===== src/rtl/permuter_net_pipe.sv =====
// Two-rank pipelined 4x4 deflection permuter for the BLESS router datapath.
// Define GOLDEN_PRIORITY_EN to add golden-packet priority, the epoch counter and golden_id register.
module permuter_net_pipe #(
  parameter int FLIT_WIDTH   = 32,
  parameter int AGE_WIDTH    = 8,
  parameter int ID_WIDTH     = 4,
  parameter int GOLDEN_EPOCH = 64
) (
  input  logic                    clk,
  input  logic                    reset,
  input  logic [3:0]              in_valid,
  input  logic [4*FLIT_WIDTH-1:0] in_flit,
  input  logic [4*AGE_WIDTH-1:0]  in_age,
  input  logic [4*ID_WIDTH-1:0]   in_pkt_id,
  input  logic [7:0]              in_pref,
  output logic [3:0]              out_valid,
  output logic [4*FLIT_WIDTH-1:0] out_flit,
  output logic [4*AGE_WIDTH-1:0]  out_age,
  output logic [3:0]              out_defl,
  output logic [ID_WIDTH-1:0]     golden_id
);

  typedef struct packed {
    logic                  vld;
`ifdef GOLDEN_PRIORITY_EN
    logic                  gold;
`endif
    logic [1:0]            pref;
    logic [AGE_WIDTH-1:0]  age;
    logic [FLIT_WIDTH-1:0] flit;
  } lane_t;

  // Arbitration order: valid, golden (when enabled), older age, then top input.
  function automatic logic top_wins(lane_t t, lane_t b);
    if (t.vld != b.vld) return t.vld;
`ifdef GOLDEN_PRIORITY_EN
    if (t.gold != b.gold) return t.gold;
`endif
    if (t.age != b.age) return (t.age > b.age);
    return 1'b1;
  endfunction

  // Swap when the winner must move: top winner steering low, or bottom winner steering high.
  function automatic logic swap_sel(lane_t t, lane_t b, logic use_bit0);
    logic tw;
    logic steer;
    tw    = top_wins(t, b);
    steer = tw ? (use_bit0 ? t.pref[0] : t.pref[1])
               : (use_bit0 ? b.pref[0] : b.pref[1]);
    if (!t.vld && !b.vld) return 1'b0;
    return tw ? steer : ~steer;
  endfunction

  function automatic logic [AGE_WIDTH-1:0] sat_inc(logic [AGE_WIDTH-1:0] a);
    return (&a) ? a : a + AGE_WIDTH'(1);
  endfunction

  lane_t [3:0] in_lane_p0;
  lane_t [3:0] lane_p1_d, lane_p1_q;
  lane_t [3:0] fin_p1;
  logic        sw0_p0, sw1_p0, sw2_p1, sw3_p1;

  logic [3:0]              out_valid_d, out_valid_q;
  logic [4*FLIT_WIDTH-1:0] out_flit_d,  out_flit_q;
  logic [4*AGE_WIDTH-1:0]  out_age_d,   out_age_q;
  logic [3:0]              out_defl_d,  out_defl_q;

`ifdef GOLDEN_PRIORITY_EN
  localparam int CNT_W = (GOLDEN_EPOCH > 2) ? $clog2(GOLDEN_EPOCH) : 1;

  logic [CNT_W-1:0]    epoch_d, epoch_q;
  logic [ID_WIDTH-1:0] golden_id_d, golden_id_q;
  logic                unused_fin_gold;

  always_comb begin
    epoch_d     = epoch_q + CNT_W'(1);
    golden_id_d = golden_id_q;
    if (epoch_q == CNT_W'(GOLDEN_EPOCH - 1)) begin
      epoch_d     = '0;
      golden_id_d = golden_id_q + ID_WIDTH'(1);
    end
  end

  always_ff @(posedge clk) begin
    if (reset) begin
      epoch_q     <= '0;
      golden_id_q <= '0;
    end else begin
      epoch_q     <= epoch_d;
      golden_id_q <= golden_id_d;
    end
  end

  assign golden_id       = golden_id_q;
  assign unused_fin_gold = ^{fin_p1[0].gold, fin_p1[1].gold, fin_p1[2].gold, fin_p1[3].gold};
`else
  logic unused_pkt_id;

  assign golden_id     = '0;
  assign unused_pkt_id = ^in_pkt_id;
`endif

  // Stage p0: unpack ports, tag golden flits, rank-1 steering on the output-half bit
  always_comb begin
    in_lane_p0 = '0;
    for (int p = 0; p < 4; p++) begin
      in_lane_p0[p].vld  = in_valid[p];
      in_lane_p0[p].pref = in_pref[2*p +: 2];
      in_lane_p0[p].age  = in_age[p*AGE_WIDTH +: AGE_WIDTH];
      in_lane_p0[p].flit = in_flit[p*FLIT_WIDTH +: FLIT_WIDTH];
`ifdef GOLDEN_PRIORITY_EN
      in_lane_p0[p].gold = (in_pkt_id[p*ID_WIDTH +: ID_WIDTH] == golden_id_q);
`endif
    end
  end

  always_comb begin
    sw0_p0       = swap_sel(in_lane_p0[0], in_lane_p0[1], 1'b0);
    sw1_p0       = swap_sel(in_lane_p0[2], in_lane_p0[3], 1'b0);
    lane_p1_d[0] = sw0_p0 ? in_lane_p0[1] : in_lane_p0[0];
    lane_p1_d[1] = sw0_p0 ? in_lane_p0[0] : in_lane_p0[1];
    lane_p1_d[2] = sw1_p0 ? in_lane_p0[3] : in_lane_p0[2];
    lane_p1_d[3] = sw1_p0 ? in_lane_p0[2] : in_lane_p0[3];
  end

  // Stage p1: rank-2 steering on the low pref bit using the registered golden flag
  always_comb begin
    sw2_p1    = swap_sel(lane_p1_q[0], lane_p1_q[2], 1'b1);
    sw3_p1    = swap_sel(lane_p1_q[1], lane_p1_q[3], 1'b1);
    fin_p1[0] = sw2_p1 ? lane_p1_q[2] : lane_p1_q[0];
    fin_p1[1] = sw2_p1 ? lane_p1_q[0] : lane_p1_q[2];
    fin_p1[2] = sw3_p1 ? lane_p1_q[3] : lane_p1_q[1];
    fin_p1[3] = sw3_p1 ? lane_p1_q[1] : lane_p1_q[3];
  end

  always_comb begin
    out_valid_d = '0;
    out_flit_d  = '0;
    out_age_d   = '0;
    out_defl_d  = '0;
    for (int p = 0; p < 4; p++) begin
      out_valid_d[p]                          = fin_p1[p].vld;
      out_flit_d[p*FLIT_WIDTH +: FLIT_WIDTH]  = fin_p1[p].flit;
      out_age_d[p*AGE_WIDTH +: AGE_WIDTH]     = sat_inc(fin_p1[p].age);
      out_defl_d[p]                           = fin_p1[p].vld & (fin_p1[p].pref != 2'(p));
    end
  end

  // Stage p2: output port registers
  always_ff @(posedge clk) begin
    if (reset) begin
      lane_p1_q   <= '0;
      out_valid_q <= '0;
      out_flit_q  <= '0;
      out_age_q   <= '0;
      out_defl_q  <= '0;
    end else begin
      lane_p1_q   <= lane_p1_d;
      out_valid_q <= out_valid_d;
      out_flit_q  <= out_flit_d;
      out_age_q   <= out_age_d;
      out_defl_q  <= out_defl_d;
    end
  end

  assign out_valid = out_valid_q;
  assign out_flit  = out_flit_q;
  assign out_age   = out_age_q;
  assign out_defl  = out_defl_q;

endmodule


===== config.mk =====
export PLATFORM = sky130hd
export DESIGN_NAME = permuter_net_pipe
export DESIGN_NICKNAME = d
export VERILOG_FILES = /design/src/rtl/permuter_net_pipe.sv
export SDC_FILE = /design/constraint.sdc
export NUM_CORES = 1
export LEC_CHECK = 0
export CORE_MARGIN = 3
export CORE_UTILIZATION = 40
export DETAILED_ROUTE_END_ITERATION = 10
export GPL_TIMING_DRIVEN = 0
export PLACE_DENSITY = 0.66
export SYNTH_ARGS = -nofsm -noshare
export SYNTH_HDL_FRONTEND = slang
export SYNTH_SLANG_ARGS = --single-unit

===== constraint.sdc =====
create_clock -name clk -period 7.2 [get_ports clk]
set_clock_uncertainty 0.1 [all_clocks]
set_input_delay 1.08 -clock clk [delete_from_list [all_inputs] [get_ports clk]]
set_output_delay 1.08 -clock clk [all_outputs]
set_load 0.02 [all_outputs]

==> flow_metrics.env <==
export IMPL_cts_resized=0
export IMPL_grt_pass1_wl_mm=74.6
export IMPL_yosys_area_top_type="dfxtp_1"
export IMPL_min_period_over_period_pct=59.4
export IMPL_rsz0062_at_grt="false"
export IMPL_gr_total_overflow=0
export IMPL_ant_nets=0
export IMPL_startpoint_type="input pin"
export IMPL_fin_crit_ns=4.28
export IMPL_drc=0
export IMPL_synth_warnings=0
export IMPL_synth_top_family_by_area="simple AND/OR/NAND/NOR gates"
export IMPL_io_buffers=341
export IMPL_num_vias=13300
export IMPL_ys_flop_type="dfxtp_1"
export IMPL_syn_to_final_growth_pct=39.0
export IMPL_endpoint="lane_p1_q[83]$_SDFF_PP0_"
export IMPL_reg2reg_to="out_flit[56]$_SDFF_PP0_"
export IMPL_slew_viol_final=0
export IMPL_r2r_slack_ns=3.54
export IMPL_synth_compound_area_share_pct=16.5
export IMPL_hold_buffers=0
export IMPL_crit_type="input pin to flip-flop"
export IMPL_drive_gt1_share_pct=5.47
export IMPL_r2r_start="lane_p1_q[32]$_SDFF_PP0_"
export IMPL_core_um2=32700
export IMPL_initialDrtViolationCount=1192
export IMPL_synth_simple_gate_area_share_pct=22.0
export IMPL_endpoint_kind="flip-flop"
export IMPL_ys_seq_area_share_pct=51.1
export IMPL_clockBufferDepth=3
export IMPL_routed_wirelength_mm=50.0
export IMPL_synthMuxAreaShare_pct=1.44
export IMPL_synth_most_common_cell="nand2_1"
export IMPL_synth_edf_count=0
export IMPL_setup_violations_final=0
export IMPL_clkTransAtPathRegs_ns=0.07
export IMPL_worstPathRequired_ns=7.51
export IMPL_post_drt_wl_per_cell_um=19.6
export IMPL_synth_top_area_share_pct=51.1
export IMPL_dp_hpwl_mm=37.6
export IMPL_hold_viol=0
export IMPL_status="complete, no violations"
export IMPL_antenna_found_initial=5
export IMPL_cts_tree="done"
export IMPL_cts_buffers=37
export IMPL_setup_tns_ns=0
export IMPL_yosys_area_share_adder_pct=3.38
export IMPL_dp_worst_setup_slack_ns=2.50
export IMPL_relSlewSlack_pct=29.9
export IMPL_dp_cells=2478
export IMPL_powerDensity_nw_per_um2=303
export IMPL_ys_ff_latch=340
export IMPL_postSynthCellCount=1692
export IMPL_worstPathMaxFanout=10
export IMPL_netlist_top_cells_area="dfxtp_1 (51%), nand2_1 (18%), a21oi_1 (13%), ha_1 (3.4%), clkbuf_1 (1.9%)"
export IMPL_async_reset_ff_share_pct=0
export IMPL_dieWidth_um=188
export IMPL_finalWorstSetupSlack_ns=2.92
export IMPL_dr_pass1_iters=6
export IMPL_initial_core_util_pct=40.7
export IMPL_hold_path_class="flip-flop to flip-flop"
export IMPL_grt_total_usage_pct=27.2
export IMPL_grt_max_degree=14
export IMPL_worstMarginPinSlew_ns=1.05
export IMPL_yosys_cell_types_count=55
export IMPL_h_tree_depth=2
export IMPL_clock_sinks=340
export IMPL_syn_area_per_cell_um2=7.87
export IMPL_gp_congestion=0.900
export IMPL_root_buffer="clkbuf_16"
export IMPL_maxCapViolCount=0
export IMPL_die_y_um=188
export IMPL_netlist_top_cells_count="nand2_1 (629), dfxtp_1 (340), a21oi_1 (333), clkbuf_1 (68)"
export IMPL_synth_area_um2=13300
export IMPL_die_area_um2=35500
export IMPL_synth_xor_area_share_pct=0.329
export IMPL_arrival_ns=4.59
export IMPL_hold_path_startpoint="lane_p1_q[160]$_SDFF_PP0_"
export IMPL_grt_pass1_vias=12800
export IMPL_num_io_pins=362
export IMPL_vias_per_cell=5.21
export IMPL_startpoint="in_valid[0]"
export IMPL_ff2ff_path_depth=11
export IMPL_stdcell_count=2547
export IMPL_irDropWorstVdd_v=0.000175
export IMPL_fin_nets=2301
export IMPL_clock_latency_ns=0.52
export IMPL_p_leak_nw=7.43
export IMPL_clock_fmax_ghz=0.234
export IMPL_postCtsSetupBuffers=0
export IMPL_num_rows=66
flip-flops by register name (all words and copies together) (netlist names):
name       count
out_valid      4
out_age       32
lane_p1_q    172
out_flit     128
out_defl       4
worst min path at each step:
stage / end / cells past startpoint / slack, ns
2_1_floorplan: out_flit[0]$_SDFF_PP0_ / 2 / 0.33
3_5_place_dp: out_flit[78]$_SDFF_PP0_ / 2 / 0.34
6_report: out_flit[127]$_SDFF_PP0_ / 2 / 0.35
4_1_cts: out_flit[126]$_SDFF_PP0_ / 2 / 0.35
5_1_grt: out_flit[78]$_SDFF_PP0_ / 2 / 0.36
3_3_place_gp: out_flit[74]$_SDFF_PP0_ / 2 / 0.34
worst max-delay path, stage by stage:
cell	delay, ns
clkdlybuf4s50_1	0.59
inv_1	0.08
ha_1	0.34
or3_1	0.34
nor3_1	0.18
o211a_1	0.19
a211oi_2	0.06
nor2_1	0.81
clkbuf_1	0.54
nand2_1	0.12
a21oi_1	0.25
report_power, final:
group	switching, mW	total (mW)	internal (mW)
Clock	0.758	1.90	1.14
Sequential	0.113	2.22	2.11
Combinational	0.917	1.50	0.580
Total	1.79	5.62	3.83
per-stage QoR:
stage / power, mW / hold WS, ns / util, % / instance area [um2]
after floorplan: 3.05 / 0.332 / - / 13300
after global placement: 3.72 / 0.338 / 52.9 / 17300
after detailed placement: 3.74 / 0.341 / 52.9 / 17300
after CTS: 5.63 / 0.346 / 56.6 / 18500
after global routing: 5.85 / 0.357 / 56.6 / 18500
final: 5.62 / 0.345 / 56.6 / 18500
cell type report:
class / count / area, um2
fill: 3061 / 14200
clock buffer: 56 / 1080
sequential: 340 / 6810
buffer: 112 / 526
timing repair buffer: 341 / 3410
antenna: 4 / 10.0
tap: 442 / 553
clock inverter: 9 / 134
inverter: 45 / 169
multi-input combinational: 1198 / 5830
cells by family after synthesis:
| family | after synthesis |
|---|---|
| multiplexers | 18 |
| adder cells (fa/ha/maj) | 36 |
| other | 1 |
| XOR/XNOR | 5 |
| AND/OR/NAND/NOR | 739 |
| buffers and inverters | 157 |
| flip-flops | 340 |
| AO/OA/AOI/OAI | 396 |
routing by layer:
layer  vias up  global-route usage (%)  wire length (um)
li1       6307                       -                 -
met1      6147                    35.6             20900
met2       686                    43.4             22200
met3       138                    5.77              4480
met4         4                    12.3              2510
met5         -                       0                24
cell usage in the layout (no fill, tap or decap), drive strengths merged, types with 12 or more instances in the layout:
cell             n
buf             44
ha              36
dfxtp          340
inv             45
a21oi          333
a211oi          13
nor2            46
nand2          629
clkdlybuf4s50  341
nand3           12
clkbuf         124
mux2i           12
Note: power is estimated with default switching activity, not from simulation.
